$ cat config.mk
export PLATFORM = sky130hd
export DESIGN_NAME = switch_egress_arbiter
export DESIGN_NICKNAME = d
export VERILOG_FILES = /design/src/rtl/switch_egress_arbiter.sv
export SDC_FILE = /design/constraint.sdc
export NUM_CORES = 1
export LEC_CHECK = 0
export ABC_AREA = 1
export CORE_UTILIZATION = 46
export DETAILED_ROUTE_END_ITERATION = 6
export PLACE_DENSITY = 0.75
export SYNTH_ARGS = -nofsm -noshare
export SYNTH_HDL_FRONTEND = slang
export SYNTH_SLANG_ARGS = --single-unit
$ cat constraint.sdc
create_clock -name clk -period 3.5 [get_ports clk]
set_clock_uncertainty 0.1 [all_clocks]
set_input_delay 1.05 -clock clk [delete_from_list [all_inputs] [get_ports clk]]
set_output_delay 1.05 -clock clk [all_outputs]
set_load 0.02 [all_outputs]
$ cat src/rtl/switch_egress_arbiter.sv
// Egress arbiter for one switch output port.
// Buffers packets from up to four ingress ports in per-source FIFOs and
// serializes them onto the port with round-robin fairness. Loopback traffic
// (ingress == PORT_ID) is ignored. Packets refused by a full FIFO are counted.
module switch_egress_arbiter #(
    parameter int PORT_ID    = 0,
    parameter int FIFO_DEPTH = 4
) (
    input  logic        clk,
    input  logic        rst_n,
    input  logic [3:0]  in_valid,
    input  logic [15:0] in_source,
    input  logic [15:0] in_target,
    input  logic [31:0] in_data,
    output logic [3:0]  in_ready,
    output logic        valid_out,
    output logic [3:0]  source_out,
    output logic [3:0]  target_out,
    output logic [7:0]  data_out,
    output logic [7:0]  drop_count
);

    localparam int PW = (FIFO_DEPTH > 1) ? $clog2(FIFO_DEPTH) : 1;
    localparam int CW = $clog2(FIFO_DEPTH) + 1;
    localparam logic [CW-1:0] FULL = CW'(FIFO_DEPTH);

    typedef struct packed {
        logic [3:0] source;
        logic [3:0] target;
        logic [7:0] data;
    } entry_t;

    entry_t        mem    [4][FIFO_DEPTH];
    logic [PW-1:0] wr_ptr [4];
    logic [PW-1:0] rd_ptr [4];
    logic [CW-1:0] count  [4];

    logic [1:0] rr_ptr;
    logic       grant_valid;
    logic [1:0] grant_idx;
    logic [3:0] push;
    logic [3:0] pop;
    logic [3:0] drop;
    logic [2:0] drop_num;
    logic [8:0] drop_sum;
    entry_t     head;

    // Ready, push and drop decode from registered FIFO occupancy only.
    always_comb begin
        // NOTE: every combinational output gets a default first so no path leaves it unassigned (no latch).
        in_ready = '0;
        push     = '0;
        drop     = '0;
        drop_num = '0;
        for (int i = 0; i < 4; i++) begin
            if (i == PORT_ID) begin
                in_ready[i] = 1'b1;
            end else begin
                in_ready[i] = (count[i] != FULL);
                push[i]     = in_valid[i] && in_ready[i];
                drop[i]     = in_valid[i] && !in_ready[i];
            end
            drop_num = drop_num + {2'b00, drop[i]};
        end
        drop_sum = {1'b0, drop_count} + {6'd0, drop_num};
    end

    // Round-robin search starting just after the last granted input.
    always_comb begin
        grant_valid = 1'b0;
        grant_idx   = rr_ptr;
        for (int k = 1; k <= 4; k++) begin
            if (!grant_valid && (count[2'(rr_ptr + k)] != '0)) begin
                grant_valid = 1'b1;
                grant_idx   = 2'(rr_ptr + k);
            end
        end
        pop  = grant_valid ? (4'b0001 << grant_idx) : 4'b0000;
        head = mem[grant_idx][rd_ptr[grant_idx]];
    end

    // FIFO pointers, occupancy, arbiter pointer and drop counter.
    always_ff @(posedge clk or negedge rst_n) begin
        if (!rst_n) begin
            for (int i = 0; i < 4; i++) begin
                wr_ptr[i] <= '0;
                rd_ptr[i] <= '0;
                count[i]  <= '0;
            end
            rr_ptr     <= 2'd3;
            drop_count <= 8'd0;
        end else begin
            // NOTE: sequential state uses non-blocking assignments so every register sees pre-edge values.
            for (int i = 0; i < 4; i++) begin
                if (push[i]) wr_ptr[i] <= wr_ptr[i] + 1'b1;
                if (pop[i])  rd_ptr[i] <= rd_ptr[i] + 1'b1;
                case ({push[i], pop[i]})
                    2'b10:   count[i] <= count[i] + 1'b1;
                    2'b01:   count[i] <= count[i] - 1'b1;
                    default: count[i] <= count[i];
                endcase
            end
            if (grant_valid) rr_ptr <= grant_idx;
            drop_count <= (drop_sum > 9'd255) ? 8'hFF : drop_sum[7:0];
        end
    end

    // FIFO storage write port.
    // NOTE: the storage array has no reset; occupancy counts alone decide what is valid.
    always_ff @(posedge clk) begin
        for (int i = 0; i < 4; i++) begin
            if (push[i]) begin
                mem[i][wr_ptr[i]] <= entry_t'({in_source[4*i +: 4],
                                               in_target[4*i +: 4],
                                               in_data[8*i +: 8]});
            end
        end
    end

    // Output register: pulse on grant, fields hold otherwise.
    always_ff @(posedge clk or negedge rst_n) begin
        if (!rst_n) begin
            valid_out  <= 1'b0;
            source_out <= 4'd0;
            target_out <= 4'd0;
            data_out   <= 8'd0;
        end else begin
            valid_out <= grant_valid;
            if (grant_valid) begin
                source_out <= head.source;
                target_out <= head.target;
                data_out   <= head.data;
            end
        end
    end

endmodule

**Word-level counts from Yosys, hierarchy flattened**

Memories as Yosys holds them, arrays and structs flattened.
Cells that the tools add are included.

- Add/sub/neg operators: 21
- $lt $le $gt $ge: 13
- Equal/unequal tests: 9
- Shift-type cells: 1
- Multiplexer cells: 43
- Bitwise operators: 9
- Reduce and logical (&&, ||, !) cells: 25

Operators with widths:

| cell | count |
|---|---|
| 64-bit two-way mux | 3 |
| 16-bit demux with 2-bit select | 3 |
| 16-bit two-way mux | 5 |
| 16-bit binary-select mux with 2-bit select | 1 |
| 3-bit >= comparator (second input constant) | 9 |
| 2-bit NOT with 3-bit output | 9 |
| 3-bit binary-select mux with 2-bit select | 4 |
| 3-bit two-way mux | 8 |
| 2-bit by 1-bit adder with 2-bit output (second input constant) | 9 |
| 3-bit case mux with 2 select lines | 3 |
| 1-bit logical AND | 12 |
| 2-bit two-way mux | 6 |
| 3-bit nonzero test | 4 |
| 3-bit by 1-bit subtractor with 3-bit output (second input constant) | 4 |
| 3-bit by 1-bit adder with 3-bit output (second input constant) | 3 |
| 8-bit by 3-bit adder with 9-bit output | 1 |
| 9-bit by 8-bit greater-than comparator with 1-bit output (second input constant) | 1 |
| 3-bit by 1-bit < comparator with 1-bit output (second input constant) | 3 |
| 3-bit inequality test (second input constant) | 3 |
| 8-bit two-way mux | 1 |
| 1-bit two-way mux | 7 |
| 2-bit by 1-bit == test with 1-bit output (second input constant) | 3 |
| 2-bit == test (second input constant) | 3 |
| 1-bit zero test | 6 |
| other kinds (7) | 10 |

- Bits in registers: 53
- Memory bits (writable): 256
- Word-level logic and storage cells: 139
- Memories: 1

Memories:

| name | depth | bits a word | read ports | clocked after memory_dff | write ports | line | text |
|---|---|---|---|---|---|---|---|
| mem | 4 | 64 | 1 | 0 | 3 | 33 | `entry_t mem [4][FIFO_DEPTH];` |

**Longest topological paths before layout**

Gate-level depths: netlist of run 1.

- Depth after elaboration: 24
- Gate-level depth with buffers: 22
- Gate-level depth less buffers: 20

**Worst setup path before layout of run 1**

Ideal clock, no wire load.

- Path kind: register -> register
- Start point: register rr_ptr[0]
- End point: register count[2] (netlist name)
- Setup time: 0.131 ns
- Arrival time: 2.886 ns
- Data required time: 3.269 ns
- Path slack: 0.383 ns
- Cell stages (with the launch flop): 22
- Clock period less this slack: 3.117 ns
- Cells stage by stage: dfstp_2 inv_2 buf_6 nand2_1 nand2_1 nor2_1 nand2_1 nand2_2 nand3_1 nand2_1 nand2_2 nand2_4 buf_6 buf_6 nand2_1 nor2_2 ha_1 inv_1 fa_1 a21oi_1 o21ai_0 xor2_1

- Cells in the longest elaborated chain, start to end: 20
- Elaborated cells between the ends (all ways): 44
- Classes of those cells: add/sub: 4; eq/ne: 2; shift: 1; mux: 22; bitwise: 4; reduce/logical: 11

Ends and longest elaborated chain:

| element | line | text |
|---|---|---|
| from (decl) | 38 | `logic [1:0] rr_ptr;` |
| from (signal assigned) | 103 | `if (grant_valid) rr_ptr <= grant_idx;` |
| 2-bit by 1-bit adder with 2-bit output | 73, 75 |  |
| 2-bit NOT with 3-bit output (implied by the code) | 73 | `if (!grant_valid && (count[2'(rr_ptr + k)] != '0)) begin` |
| 3-bit binary-select mux with 2-bit select | 73 |  |
| 3-bit two-way mux (implied by the code) (2 in series) | 73 |  |
| 3-bit nonzero test | 73 |  |
| 1-bit two-way mux | 73 |  |
| 1-bit zero test | 73 |  |
| 1-bit logical AND | 73 |  |
| (+4 left out) | - |  |
| 1-bit zero test | 73 |  |
| 1-bit logical AND | 73 |  |
| 2-bit two-way mux | 73 |  |
| 1-bit by 2-bit left shift with 4-bit output | 78 | `pop = grant_valid ? (4'b0001 << grant_idx) : 4'b0000;` |
| 4-bit two-way mux * | 78 |  |
| named net pop[3] | 42 | `logic [3:0] pop;` |
| 2-bit by 1-bit == test with 1-bit output / 2-bit == test (equally long branches) | 97 | `case ({push[i], pop[i]})` |
| 3-bit case mux with 2 select lines / 2-bit nonzero test (equally long branches) | - |  |
| to (signal, indexed assignment) | 98 | `2'b10: count[i] <= count[i] + 1'b1;` |
| to (signal, indexed assignment) | 99 | `2'b01: count[i] <= count[i] - 1'b1;` |
| to (signal, indexed assignment) | 100 | `default: count[i] <= count[i];` |
| to (decl) | 36 | `logic [CW-1:0] count [4];` |

The timed path passes the listed nets; every way through them passes the cells marked *. The select of a mux whose other input is x is not followed.
A chain may end at the register's enable or synchronous reset.

**Final worst setup path of run 1**

- Start point: register rr_ptr[0]
- End point: register count[8] (netlist name)

The elaborated chain is that of the path after synthesis.

==> impl_metrics.toml, run 1 <==
[route]
drtPass1Iterations = 5
totalWireLength_mm = 27.0
route.detailed.drc = 0
ant_nets = 0
via_count = 8150
detail_route.vias_per_cell = 5.11
drt_first_iter_violations = 835
post_dr_wirelength_cell_um = 16.9

[cts]
cts.reportedPaths.clkPinSlew_ns = 0.06
cts-htree-levels = 1
root_buffer = "sky130_fd_sc_hd__clkbuf_16"
clk_latency_ns = 0.52
tritoncts = "yes"
cts-root-to-sink-buffers = 3
numClockSinks = 245
cts.hold.buffers_added = 0
cts_inserted_buffers = 25

[sta]
achievable-frequency_mhz = 302
post-route-worst-setup-slack_ns = 0.193
report.final.setup_viol = 0
final-max-slew-violation-count = 0
final.min_clock_period_ns = 3.31
post-route-period-util_pct = 94.5
finalHoldViolations = 0
totalNegativeSetupSlack_ns = 0

[setup_path]
worstSetupEndpointType = "flip-flop"
number_of_cells_on_the_critical_path = 16
worstPathRequired_ns = 3.80
worstPathCellList = "inv_2 -> nand2_1 -> nand2_2 -> nand2_1 -> nor2_1 -> nor2_2 -> nand3_2 -> nand2_4 -> nand2_4 -> nor3_2 -> ha_1 -> inv_1 -> fa_1 -> a21oi_1 -> o21ai_0 -> xor2_1"
slowest_stage = "sky130_fd_sc_hd__dfstp_2"
crit_buf_inv = 2
critPathKind = "reg2reg"
critPathLaunchType = "flip-flop"
critical_path.max_fanout = 18
cp_slowest_stage_delay_ns = 0.55
worstPathArrival_ns = 3.61
worst-r2r-cell-count = 16
largest_delay_share_family_worst_path = "simple AND/OR/NAND/NOR gates"

[yosys]
synth-main-ff-cell = "sky130_fd_sc_hd__edfxtp_1"
syn-num-nets = 1254
synth_most_common_cell = "sky130_fd_sc_hd__nand2_1"
avgSynthCellArea_um2 = 9.86
synthDominantAreaCellType = "sky130_fd_sc_hd__edfxtp_1"
netlist_area_um2 = 11400
share_of_async_settable_or_async_resettable_flops_after_synthesis_pct = 21.6
synth_area_leaders = "sky130_fd_sc_hd__edfxtp_1 (50%), sky130_fd_sc_hd__nand2_1 (12%), sky130_fd_sc_hd__dfrtp_1 (11%)"
count_of_synthesis_stage_warnings_from_yosys = 0
ys_ff_latch = 245
yosys.area.top_type_share_pct = 50.4
synth_seq_area_share_pct = 62.0
synth_enable_flop_cells = 192
ys_types = 33
list_of_most_frequent_post_synthesis_cells = "sky130_fd_sc_hd__nand2_1 (353), sky130_fd_sc_hd__nand3_1 (208), sky130_fd_sc_hd__edfxtp_1 (192)"
syn-instance-count = 1161

[worst_hold_path]
hp-class = "in2async"

[floorplan]
placeableCoreArea_um2 = 24400
die_width_um = 160
ioPinCount = 99
die-area_um2 = 25500
floorplan.die.height_um = 160
start_util_pct = 46.9
fp-row-count = 57

[run]
max-cap-violations = 0

[global_routing]
number_of_antenna_violations_at_the_first_check_in_global_routing = 1
grt_overflow = 0
grt_start_max_net_pins = 45
vias_in_the_first_global_route = 7809
gr-usage-all-layers_pct = 21.5
grt_first_pass_wirelength_mm = 42.4

[outcome]
outcome = "complete, no violations"

[placed_design]
pre_cts_slack_ns = -0.258
post-dp-hpwl_mm = 18.3
placement.io_buffers = 80
gpl.final_weighted_congestion = 0.848

[finish]
utilization_pct = 55.5
final_net_count = 1344
flow.area_growth_from_synthesis_pct = 18.3
post_route_cells_drive_above_1_share_pct = 9.76
## sequential cells by signal, indices dropped and copies added (netlist names)
register	flops
mem	192
count	12
data_out	8
drop_count	8
rd_ptr	8
wr_ptr	6
source_out	4
target_out	4
rr_ptr	2
valid_out	1
## through the flow
step                      instance area (um^2)  hold slack [ns]  instances
after floorplan                          11400            0.342       1161
after global placement                   12600            0.359       1547
after detailed placement                 12600            0.360       1547
after CTS                                13500            0.285       1593
after global routing                     13500            0.290       1595
final                                    13500            0.283       1595
## kinds of logic after synthesis
family / synth area share, %
DFF: 62.0
adders and majority gates: 2.84
other: 0.0328
and+or+nand+nor: 24.5
AOI/OAI and AO/OA: 0.897
xor gates and xnor gates: 1.76
buffers and inverters: 7.99
## final timing paths
check	from	slack, ns	endpoint
max reg2reg	rr_ptr[0]	0.19	count[8]
max	rr_ptr[0]	0.19	count[8]
min in group clk	rd_ptr[1]	0.37	rd_ptr[1]
max in group asynchronous	rst_n	2.31	rr_ptr[1]
min	rst_n	0.28	count[3]
min reg2reg	rd_ptr[1]	0.37	rd_ptr[1]
## cell type report
type	count	area [um^2]
well taps	324	405
fillers	2097	10900
clock inverters	16	255
clock buffers	30	664
diodes	1	2.50
multi-input cells	702	3450
inverters	165	624
repair buffers	112	1040
flip-flops and latches	245	7090
## metal layers
layer  GRT usage, %  vias to the layer above  routed length [um]  part of all wire (%)
met1           30.6                     3821               11900                    44
li1               -                     3926                   -                     -
met2           33.9                      348               12400                    46
met5              0                        -                   0                     0
met4           6.82                        0                 601                   2.2
met3           3.38                       55                2100                   7.8
## placed cells by master, fill, tap and decap left out, drive strengths merged, types with 8 or more instances in the layout
master,synthesis,layout
a21oi,9,9
buf,31,33
clkbuf,18,30
clkdlybuf4s50,0,79
clkinv,0,8
dfrtp,51,51
edfxtp,192,192
ha,18,18
inv,165,166
nand2,363,363
nand3,211,211
nor2,38,38
o21ai,10,10
or2,16,16
xor2,17,17
## repair_timing
action / 4_1_cts / 5_1_grt
gates resized for setup: 0 / 7
endpoints found under the setup margin: 0 / 19
buffers inserted: 0 / 1
Power of run 1 is not shown: default switching activity piles up to over one toggle a cycle in this logic, so the estimate is an artifact.
==> run 2: changes to the inputs <==
--- a/config.mk
+++ b/config.mk
@@ -7,7 +7,9 @@
 export LEC_CHECK = 0
 export ABC_AREA = 1
 export CORE_UTILIZATION = 46
+export CTS_BUF_LIST = sky130_fd_sc_hd__clkbuf_4 sky130_fd_sc_hd__clkbuf_8
 export DETAILED_ROUTE_END_ITERATION = 6
+export GPL_TIMING_DRIVEN = 0
 export PLACE_DENSITY = 0.75
 export SYNTH_ARGS = -nofsm -noshare
 export SYNTH_HDL_FRONTEND = slang
==> run 2 against run 1 <==
Setup slack worse by 0.023 ns. Via count increased by 0.82%. First-iteration DRC count down 15%. Critical path type is now in2reg. Count of clock-buffer cells in the layout up 18. Critical endpoint is now drop_count[2]. Critical path depth decreased by 5. Final cell count increased by 3.1%. Highest routed layer unchanged.
==> impl_metrics.toml, run 2 (synthesized netlist as in run 1, its figures left out) <==
[outcome]
outcome = "complete, no violations"

[floorplan]
die_width_um = 160
ioPinCount = 99
floorplan.die.height_um = 160
die-area_um2 = 25500
fp-row-count = 57
start_util_pct = 46.9
placeableCoreArea_um2 = 24400

[setup_path]
worstSetupEndpointType = "flip-flop"
critPathKind = "in2reg"
setup.worst_path.start = "in_valid[3]"
worstPathArrival_ns = 3.69
critical_path.max_fanout = 7
critPathLaunchType = "input port"
worstPathRequired_ns = 3.86
worstReg2RegStart = "rr_ptr[0]"

[route]
post_dr_wirelength_cell_um = 16.9
drtPass1Iterations = 5
drt_first_iter_violations = 709
ant_nets = 0
via_count = 8217
totalWireLength_mm = 27.8
detail_route.vias_per_cell = 5.00
route.detailed.drc = 0

[placed_design]
place_area_um2 = 12700
gpl.final_weighted_congestion = 0.907
placement.io_buffers = 80
post-dp-hpwl_mm = 20.5
pre_cts_slack_ns = -0.405

[cts]
cts.hold.buffers_added = 0
cts_inserted_buffers = 37
tritoncts = "yes"
cts.reportedPaths.clkPinSlew_ns = 0.06
root_buffer = "sky130_fd_sc_hd__clkbuf_8"
cts-htree-levels = 2
cts-root-to-sink-buffers = 3
clk_latency_ns = 0.55
numClockSinks = 245

[finish]
post_route_cells_drive_above_1_share_pct = 12.5
largest_register_ffs = 192
utilization_pct = 55.8
finalInstanceArea_um2 = 13600
final_net_count = 1386
layout_commonest_cell = "sky130_fd_sc_hd__nand2_1"
layout.filler_cells = 2088
antenna_cells = 0
most-common-layout-cells = "sky130_fd_sc_hd__nand2_1 (350), sky130_fd_sc_hd__nand3_1 (207), sky130_fd_sc_hd__edfxtp_1 (192)"
flow.area_growth_from_synthesis_pct = 19.0

[sta]
report.final.setup_viol = 0
finalHoldViolations = 0
final-max-slew-violation-count = 0
post-route-worst-setup-slack_ns = 0.170
post-route-period-util_pct = 95.1
final.min_clock_period_ns = 3.33
worst_slew_margin_rel_pct = 12.9
rsz0062_at_grt = "true"
worst_slew_pin_slew_ns = 1.30
achievable-frequency_mhz = 300

[global_routing]
vias_in_the_first_global_route = 7874
grt_start_max_net_pins = 39
grt_overflow = 0
gr-usage-all-layers_pct = 22.2
number_of_antenna_violations_at_the_first_check_in_global_routing = 0
grt_first_pass_wirelength_mm = 43.5

[run]
max-cap-violations = 0

[worst_hold_path]
hp-class = "in2async"
[run 2: layer usage]
layer	vias to the layer above	share of wire (%)	track usage, %
li1	4024	-	-
met1	3829	44	30.9
met2	316	46	35.2
met3	48	8.3	4.65
met4	0	2.1	6.51
met5	-	0	0
[run 2: final timing paths]
| kind | end | slack [ns] | depth (start not counted) |
|---|---|---|---|
| max | drop_count[2] | 0.17 | 11 |
| min | wr_ptr[3] | 0.34 | 1 |
| max reg2reg | count[5] | 0.17 | 17 |
| min reg2reg | rd_ptr[7] | 0.38 | 1 |
| max in group asynchronous | wr_ptr[4] | 2.41 | 2 |
| min in group clk | rd_ptr[7] | 0.38 | 1 |
[run 2: area by class of cell]
class | instances | area [um^2] | share of cell area (%)
multi-input combinational | 702 | 3520 | 25.8
timing repair buffer | 95 | 940 | 6.90
clock buffer | 48 | 592 | 4.35
clock inverter | 19 | 158 | 1.16
inverter | 165 | 622 | 4.57
sequential | 245 | 7090 | 52.1
buffer | 47 | 288 | 2.11
tap | 324 | 405 | 2.98
[run 2: critical path, cell delays in order]
cell and delay, ns:
sky130_fd_sc_hd__clkdlybuf4s50_1 0.50, sky130_fd_sc_hd__nand3_1 0.15, sky130_fd_sc_hd__fa_1 0.46, sky130_fd_sc_hd__inv_1 0.07, sky130_fd_sc_hd__ha_1 0.16, sky130_fd_sc_hd__inv_1 0.06
sky130_fd_sc_hd__fa_1 0.41, sky130_fd_sc_hd__nor2_2 0.18, sky130_fd_sc_hd__nand4_1 0.15, sky130_fd_sc_hd__nand3b_1 0.34, sky130_fd_sc_hd__o21ai_0 0.16
[run 2: stage by stage]
step,std cells,hold slack [ns],setup TNS (ns)
after floorplan,1161,0.342,0
after global placement,1565,0.357,-26.35
after detailed placement,1569,0.365,-2.99
after CTS,1637,0.333,-0.00277
after global routing,1645,0.355,-0.0506
final,1645,0.337,0
[run 2: what timing repair did]
| item | CTS | global route |
|---|---|---|
| gates resized for setup | 6 | 10 |
| setup buffers | 1 | 10 |
| pin swaps | 2 | 2 |
| endpoints found under the setup margin | 3 | 7 |
Power of run 2 is left out for the same reason.
